<file path="config.mk">
export PLATFORM = sky130hd
export DESIGN_NAME = cnn_param_loader
export DESIGN_NICKNAME = d
export VERILOG_FILES = /design/src/rtl/cnn_param_loader.sv
export SDC_FILE = /design/constraint.sdc
export NUM_CORES = 1
export LEC_CHECK = 0
export ABC_CLOCK_PERIOD_IN_PS = 2600
export BUFFER_PORTS_ARGS = -buffer_cell sky130_fd_sc_hd__buf_2
export CORE_UTILIZATION = 30
export CTS_BUF_LIST = sky130_fd_sc_hd__clkbuf_16
export DETAILED_ROUTE_END_ITERATION = 10
export HOLD_SLACK_MARGIN = 0.02
export PLACE_DENSITY = 0.48
export REMOVE_ABC_BUFFERS = 1
export SYNTH_ARGS = -nofsm -noshare
export SYNTH_HDL_FRONTEND = slang
export SYNTH_SLANG_ARGS = --single-unit
export TNS_END_PERCENT = 10
</file>
<file path="constraint.sdc">
create_clock -name clk -period 2.6 [get_ports clk]
set_input_delay 0.26 -clock clk [delete_from_list [all_inputs] [get_ports clk]]
set_output_delay 0.26 -clock clk [all_outputs]
set_load 0.01 [all_outputs]
</file>
<file path="src/rtl/cnn_param_loader.sv">
// Host-side loader: packs a byte stream into feature, FC and bias write strobes for the CNN core,
// then starts the core, waits a fixed run time and captures its output.
module cnn_param_loader #(
  parameter int KERNEL_SIZE      = 4,
  parameter int NUM_FEATURES     = 3,
  parameter int FLATTENED_LENGTH = 432,
  parameter int FC_CHUNK         = 16,
  parameter int DATA_WIDTH       = 8,
  parameter int BIAS_DATA_WIDTH  = 32,
  parameter int RUN_CYCLES       = 640
) (
  input  logic                                                   clk,
  input  logic                                                   rst_cnn,
  input  logic                                                   load_start,
  input  logic                                                   s_valid,
  input  logic        [DATA_WIDTH-1:0]                           s_data,
  output logic                                                   s_ready,
  output logic signed [KERNEL_SIZE*KERNEL_SIZE*DATA_WIDTH-1:0]   feature_weights_input,
  output logic        [$clog2(NUM_FEATURES+1)-1:0]               feature_writeAddr,
  output logic                                                   feature_WrEn,
  output logic signed [FC_CHUNK*DATA_WIDTH-1:0]                  fullyconnected_weights_input,
  output logic        [$clog2(FLATTENED_LENGTH/FC_CHUNK)-1:0]    fullyconnected_writeAddr,
  output logic                                                   fullyconnected_WrEn,
  output logic signed [(NUM_FEATURES+1)*BIAS_DATA_WIDTH-1:0]     bias_weights_input,
  output logic                                                   bias_WrEn,
  output logic                                                   convolution_enable,
  input  logic        [DATA_WIDTH-1:0]                           cnn_output,
  output logic        [DATA_WIDTH-1:0]                           result,
  output logic                                                   result_valid,
  output logic                                                   busy
);

  localparam int FEAT_BYTES = KERNEL_SIZE * KERNEL_SIZE;
  localparam int FC_CHUNKS  = FLATTENED_LENGTH / FC_CHUNK;
  localparam int BIAS_BYTES = (NUM_FEATURES + 1) * BIAS_DATA_WIDTH / DATA_WIDTH;
  localparam int BUF_N0     = (FEAT_BYTES > FC_CHUNK) ? FEAT_BYTES : FC_CHUNK;
  localparam int BUF_N      = (BUF_N0 > BIAS_BYTES) ? BUF_N0 : BIAS_BYTES;
  localparam int CNT_W      = $clog2(BUF_N);
  localparam int FEAT_AW    = $clog2(NUM_FEATURES + 1);
  localparam int FC_AW      = $clog2(FC_CHUNKS);
  localparam int RUN_W      = $clog2(RUN_CYCLES);

  typedef enum logic [3:0] {
    IDLE, LOAD_FEAT, WR_FEAT, LOAD_FC, WR_FC, LOAD_BIAS, WR_BIAS, START, RUN, DONE
  } state_t;

  state_t                  state_q, state_d;
  logic [CNT_W-1:0]        byte_cnt;
  logic [FEAT_AW-1:0]      feat_idx;
  logic [FC_AW-1:0]        chunk_idx;
  logic [RUN_W-1:0]        run_cnt;
  logic [DATA_WIDTH-1:0]   byte_buf [BUF_N];
  logic                    last_byte;
  logic                    take;
  logic                    run_done;

  assign take     = s_valid & s_ready;
  assign run_done = (run_cnt == RUN_W'(RUN_CYCLES - 1));

  always_ff @(posedge clk or negedge rst_cnn) begin
    if (!rst_cnn) state_q <= IDLE;
    else          state_q <= state_d;
  end

  always_comb begin
    state_d             = state_q;
    s_ready             = 1'b0;
    busy                = 1'b1;
    last_byte           = 1'b0;
    feature_WrEn        = 1'b1;
    fullyconnected_WrEn = 1'b1;
    bias_WrEn           = 1'b1;
    convolution_enable  = 1'b1;
    result_valid        = 1'b0;
    case (state_q)
      IDLE: begin
        busy = 1'b0;
        if (load_start) state_d = LOAD_FEAT;
      end
      LOAD_FEAT: begin
        s_ready   = 1'b1;
        last_byte = (byte_cnt == CNT_W'(FEAT_BYTES - 1));
        if (take && last_byte) state_d = WR_FEAT;
      end
      WR_FEAT: begin
        feature_WrEn = 1'b0;
        state_d = (feat_idx == FEAT_AW'(NUM_FEATURES - 1)) ? LOAD_FC : LOAD_FEAT;
      end
      LOAD_FC: begin
        s_ready   = 1'b1;
        last_byte = (byte_cnt == CNT_W'(FC_CHUNK - 1));
        if (take && last_byte) state_d = WR_FC;
      end
      WR_FC: begin
        fullyconnected_WrEn = 1'b0;
        state_d = (chunk_idx == FC_AW'(FC_CHUNKS - 1)) ? LOAD_BIAS : LOAD_FC;
      end
      LOAD_BIAS: begin
        s_ready   = 1'b1;
        last_byte = (byte_cnt == CNT_W'(BIAS_BYTES - 1));
        if (take && last_byte) state_d = WR_BIAS;
      end
      WR_BIAS: begin
        bias_WrEn = 1'b0;
        state_d   = START;
      end
      START: begin
        convolution_enable = 1'b0;
        state_d            = RUN;
      end
      RUN: if (run_done) state_d = DONE;
      DONE: begin
        result_valid = 1'b1;
        state_d      = IDLE;
      end
      default: state_d = IDLE;
    endcase
  end

  // Staging buffer holds all but the final byte of a chunk; that byte is taken straight from s_data.
  always_ff @(posedge clk) begin
    if (take) byte_buf[byte_cnt] <= s_data;
  end

  always_ff @(posedge clk or negedge rst_cnn) begin
    if (!rst_cnn) begin
      byte_cnt                     <= '0;
      feat_idx                     <= '0;
      chunk_idx                    <= '0;
      run_cnt                      <= '0;
      feature_weights_input        <= '0;
      feature_writeAddr            <= '0;
      fullyconnected_weights_input <= '0;
      fullyconnected_writeAddr     <= '0;
      bias_weights_input           <= '0;
      result                       <= '0;
    end else begin
      if (state_q == IDLE) begin
        byte_cnt  <= '0;
        feat_idx  <= '0;
        chunk_idx <= '0;
      end
      if (take) byte_cnt <= last_byte ? '0 : byte_cnt + 1'b1;
      if (take && last_byte) begin
        case (state_q)
          LOAD_FEAT: begin
            for (int k = 0; k < FEAT_BYTES - 1; k++)
              feature_weights_input[k*DATA_WIDTH +: DATA_WIDTH] <= byte_buf[k];
            feature_weights_input[(FEAT_BYTES-1)*DATA_WIDTH +: DATA_WIDTH] <= s_data;
            feature_writeAddr <= feat_idx;
          end
          LOAD_FC: begin
            for (int k = 0; k < FC_CHUNK - 1; k++)
              fullyconnected_weights_input[k*DATA_WIDTH +: DATA_WIDTH] <= byte_buf[k];
            fullyconnected_weights_input[(FC_CHUNK-1)*DATA_WIDTH +: DATA_WIDTH] <= s_data;
            fullyconnected_writeAddr <= chunk_idx;
          end
          LOAD_BIAS: begin
            // Little-endian bias bytes laid end to end form the concatenated bias words directly.
            for (int k = 0; k < BIAS_BYTES - 1; k++)
              bias_weights_input[k*DATA_WIDTH +: DATA_WIDTH] <= byte_buf[k];
            bias_weights_input[(BIAS_BYTES-1)*DATA_WIDTH +: DATA_WIDTH] <= s_data;
          end
          default: ;
        endcase
      end
      if (state_q == WR_FEAT) feat_idx  <= feat_idx + 1'b1;
      if (state_q == WR_FC)   chunk_idx <= chunk_idx + 1'b1;
      if (state_q == START)    run_cnt <= '0;
      else if (state_q == RUN) run_cnt <= run_cnt + 1'b1;
      if (state_q == RUN && run_done) result <= cnn_output;
    end
  end

endmodule

</file>
Word-level counts from Yosys, hierarchy flattened:

Memories as Yosys holds them, arrays and structs flattened.
Cells that the tools add are included.
Widths: inputs -> output; s select.

* flip-flop bits (word level): 424
* memories kept: 1
* RAM bits: 128
* output and inout port bits: 406

* reduce and logical (&&, ||, !) cells: 13
* $add $sub $neg: 4
* bitwise operators: 1
* multiplexer cells: 27
* equal/unequal tests: 18

Memories
* byte_buf: depth 16, width 8, rd ports 15, clocked after memory_dff 0, wr ports 1, RTL line 52 `logic [DATA_WIDTH-1:0] byte_buf [BUF_N];`

Operator list (count)
* $pmux 4 s9: 1
* $mux 4: 8
* $mux 10: 2
* $eq 4x3->1 const B: 4
* $eq 4x4->1 const B: 3
* $add 10x1->10 const B: 1
* $eq 10x10->1 const B: 1
* $mux 1: 10
* $mux 5: 2
* $ne 2x2->1 const B: 5
* $eq 4x2->1 const B: 2
* $reduce_bool 2->1: 4
* $mux 2: 3
* $reduce_and 2->1: 3
* $add 5x1->5 const B: 1
* $eq 5x5->1 const B: 1
* $reduce_and 5->1: 1
* $add 4x1->4 const B: 1
* $eq 4x1->1 const B: 1
* $logic_not 4->1: 1
* $logic_and 1x1->1: 3
* $mux 3: 1
* $reduce_or 3->1: 1
* $add 2x1->2 const B: 1
* other kinds (2): 2

Logic depth before layout (Yosys ltp):

* word-level depth: 7
* depth in mapped cells: 6
* gate-level depth less buffers: 5

Least setup slack after synthesis:

No wires, ideal clock.

* path type: register -> register
* start: register state_q[1]
* end: memory byte_buf[3][0] (enable)
* arrival: 1828 ps
* period minus slack after synthesis: 2213 ps
* stages on the path, launching flop included: 6
* buffers on the path: 2
* setup slack: 387 ps
* cells stage by stage: dfrtp_1 buf_6 nand2_1 clkbuf_1 nand4_1 nor3b_1

* word-level cells in the longest chain between the ends: 6
* elaborated cells on any way between the ends: 8

Ends and longest elaborated chain
* start: declaration: RTL line 47 `state_t state_q, state_d;`
* start signal: assignment: RTL line 62 `else state_q <= state_d;`
* $eq 4x3->1 (tied with other cells): RTL line 75 `case (state_q)`
* $reduce_or 3->1 (no source line) *
* $mux 1 *: RTL line 75
* $and 1x1->1 *: RTL line 57 `assign take = s_valid & s_ready;`
* $mux 1 *: RTL line 122 `if (take) byte_buf[byte_cnt] <= s_data;`
* $mux 1 (implied by the code) *: RTL line 122
* end: declaration: RTL line 52

Mark *: on every way between the ends. The rest lies on a longest branch, timed or not.

Worst setup path in the final report:

* start: register state_q[2]
* end: output fullyconnected_WrEn

* word-level cells in the longest chain between the ends: 2

Ends and longest elaborated chain
* $eq 4x3->1: RTL line 75
* $mux 1: RTL line 75
* end: declaration: RTL line 23 `output logic fullyconnected_WrEn,`

Every way passes these cells.

==> impl_results.md <==
- Syn Std Cell Area: 20,000 um^2
- YS warnings: 0
- Setup bufs post-CTS: 0
- Design area: 25,400 um^2
- Complex-gate fraction of the synthesized area: 0.0119
- Clock latency on the worst-skew pair: 610 ps
- Nets@finish: 1,677
- Worst Hold Depth: 1
- WHS: 237 ps
- Crit-path max cell delay: 710 ps
- Fraction of the mapped netlist area in adder cells: 0.00502
- Dpl ws: 335 ps
- Die Height: 260 um
- Post-DP HPWL: 36,700 um
- Layout cells sized above 1: 0.567
- Post-DP Area: 23,500 um^2
- Minimum clock period: 2450 ps
- Largest net degree at the start of global routing: 83
- Worst Clk Skew: 12.4 ps
- Setup violators final: 0
- Initial Util: 0.303
- Register area share after synthesis: 0.712
- Total Power: 18,100 uW
- Fmax achieved: 409 MHz
- Ports: 426
- Power density cells: 714 nW/um^2
- Leak: 0.0133 uW
- Number of global-route vias before repair: 12.3k
- Total GRT Usage: 0.161
- Rows: 94
- Syn_area_per_cell: 17.3 um^2
- Crit Path Class: reg2out
- Critical Path, Cell by Cell: buf_4 -> or4b_2 -> buf_2
- RSZ-0062 raised after global routing: false
- EDFF count, synth: 120
- DRC Markers: 0
- Yosys cell types: 47
- Mapped Cells: 1,154
- First-pass GRT wire length: 81,500 um
- Crit share post-route: 0.941
- Post-synthesis xor/xnor area fraction: 0.00132
- Util after Layout: 0.387
- Hold Path Origin: s_data[0]
- Final setup margin: 154 ps
- Die area: 67,500 um^2
- Status: finished clean
- Slew margin rel.: 0.481
- Critical Path RT: 2340 ps
- H-tree depth: 2
- Ys flop type: dfrtp_1
- Sequential Area: 14,200 um^2
- Initial antenna violation count: 1
- Fill cells: 6,234
- Critical path fanouts, max: 10
- Clk slew on worst S/H paths: 60 ps
- Crit end category: primary output
- RePlAce Congestion: 0.767
- Largest family of logic cells by synthesized area: multiplexers
- Reg-to-Reg Start: byte_cnt[0]$_DFFE_PN0P_
- Iter 0 DRT Violations: 536
- Post-synthesis mux area share: 0.229
- Pins Over Slew Limit: 0
- Gr ovfl total: 0
- Clock tree buffer depth: 3
- Reg2reg end: bias_weights_input[35]$_DFFE_PN0P_
- Vias per Instance: 4.57
- Die X: 260 um
- Synth Area in Simple Gates: 0.0256
- Min-delay worst type: in2reg
- WP data arrival: 2190 ps
- Total CTS buffers: 58
- Max IR drop VDD: 0.506 mV
- Clock sink count: 544
- Root buf cell: clkbuf_16
- Final wirelength: 55,100 um
- Average routed wire per standard cell: 21.5 um
- Reg2Reg Setup Slack: 320 ps
- Vias: 11.7k
- Worst hold endpoint: byte_buf[14][0]$_DFFE_PP_
- CP max-delay cell: or4b_2
- Synthesis-stage register bit count: 544
- Routed Antenna Nets: 0
- Drt pass-1 iters: 6
- Worst R2R Path Depth: 6
- CP Launch Type: register
- Core Area: 65,700 um^2
- Final hold vios: 0
- Slew @ Worst Pin: 778 ps
- P&R area growth vs syn: 27.4%
- Asr flop ratio synth: 0.779
- Port Buf Inserts: 425
- Diodes inserted: 0
- Multi-input gate area in the final layout: 5480 um^2
- Max Cap Violations: 0
- TritonCTS clock tree: built
[timing repair]
action                                  in CTS  in global routing
resized for setup                            0                  1
hold endpoints to repair                    81                  0
hold buffers                                11                  0
endpoints found under the setup margin       0                  1
[worst max-delay path: cells and delay by family (launching register included)]
family	cells	cell delay (ps)
buffers and inverters	2	410
DFF	1	470
and+or+nand+nor	1	710
[worst max-delay path by stage]
stage          slack, ps  cells after the start               startpoint                                   to
3_3_place_gp         350                      6  byte_cnt[0]$_DFFE_PN0P_  bias_weights_input[107]$_DFFE_PN0P_
3_5_place_dp         340                      6  byte_cnt[0]$_DFFE_PN0P_   bias_weights_input[35]$_DFFE_PN0P_
4_1_cts               90                      4   state_q[1]$_DFFE_PN0P_                                 busy
5_1_grt               20                      3   state_q[2]$_DFFE_PN0P_                  fullyconnected_WrEn
6_report             150                      3   state_q[2]$_DFFE_PN0P_                  fullyconnected_WrEn
2_1_floorplan     -11710                      3   state_q[0]$_DFFE_PN0P_    bias_weights_input[0]$_DFFE_PN0P_
[layer usage]
| metal | global-route usage | vias to the layer above | part of all wire |
|---|---|---|---|
| li1 | - | 5194 | - |
| met1 | 0.204 | 6122 | 0.42 |
| met4 | 0.0518 | 2 | 0.028 |
| met5 | 0 | - | 0.00027 |
| met2 | 0.272 | 296 | 0.50 |
| met3 | 0.0367 | 90 | 0.053 |
[sequential cells by signal, summed over array words and instances (netlist names)]
name                          cells
bias_weights_input              128
byte_buf                        120
byte_cnt                          4
chunk_idx                         5
feat_idx                          2
feature_weights_input           128
feature_writeAddr                 2
fullyconnected_weights_input    128
fullyconnected_writeAddr          5
result                            8
run_cnt                          10
state_q                           4
[cell families (layout without fill, tap and decap cells)]
group / after synthesis / after routing
AND/OR/NAND/NOR: 89 / 89
XOR/XNOR: 3 / 3
AO/OA/AOI/OAI: 36 / 36
multiplexers: 403 / 403
flip-flops: 544 / 544
buffers and inverters: 71 / 616
adder cells (fa/ha/maj): 8 / 8
[cell type report]
cell class,count,area share
clock buffer,60,0.0591
tap,864,0.0425
timing repair buffer,490,0.111
sequential,544,0.559
multi-input combinational,539,0.215
clock inverter,50,0.0100
inverter,16,0.00236
[stage by stage]
step,std cells,setup TNS (ps)
after floorplan,1099,-2410220
after global placement,2442,0
after detailed placement,2442,0
after CTS,2563,0
after global routing,2563,0
final,2563,0
[power breakdown]
| part | internal [uW] | switching (uW) | leakage, uW |
|---|---|---|---|
| Sequential | 8990 | 183 | 0.00698 |
| Combinational | 464 | 910 | 0.00542 |
| Clock | 4250 | 3350 | 0.000939 |
[Yosys cell counts (2+ instances only)]
library cell / count / share of area
dfrtp_1: 424 / 0.53
mux2_2: 391 / 0.22
edfxtp_1: 120 / 0.18
clkbuf_1: 35 / 0.0066
inv_1: 16 / 0.0030
buf_2: 14 / 0.0035
nand2_1: 14 / 0.0026
nand4_1: 12 / 0.0038
nor3_1: 12 / 0.0030
o21ai_0: 9 / 0.0023
ha_1: 8 / 0.0050
mux2_4: 8 / 0.0060
nor2_1: 8 / 0.0015
a21oi_1: 7 / 0.0018
nand3_1: 7 / 0.0018
and2_1: 6 / 0.0019
o31ai_1: 6 / 0.0023
or3_1: 5 / 0.0016
buf_1: 4 / 0.00075
mux2i_1: 4 / 0.0020
nor4_1: 4 / 0.0013
a211oi_1: 3 / 0.0011
nor2b_1: 3 / 0.00094
or4_1: 3 / 0.0011
xor2_1: 3 / 0.0013
and3_1: 2 / 0.00063
and4_1: 2 / 0.00088
buf_6: 2 / 0.0011
nand2b_1: 2 / 0.00063
nor3b_1: 2 / 0.00075
o21a_1: 2 / 0.00075
[cells in the final DEF, fill, tap and decap left out, types with 2 or more instances in the layout]
master           n
dfrtp_1        424
o31ai_1          6
nand3_1          7
nor2_1           8
ha_1             8
inv_6            2
edfxtp_1       120
mux2_4           8
or3_1            5
clkbuf_16       60
nor4_1           2
and4_1           2
a21oi_1          7
nor3_2           4
buf_4           40
nand2b_1         2
mux2_2         391
mux2i_1          4
inv_1           37
a211oi_1         3
or4_1            3
buf_12          14
nand2_1         14
buf_2          424
nand4_1         12
clkinv_2         9
nor3_1           8
dlygate4sd3_1   11
o21ai_0          9
xor2_1           3
and2_1           6
nor4_2           2
clkinvlp_4       2
o21a_1           2
nor2b_1          3
and3_1           2
clkinv_1        14
Note: power is estimated with default switching activity, not from simulation.
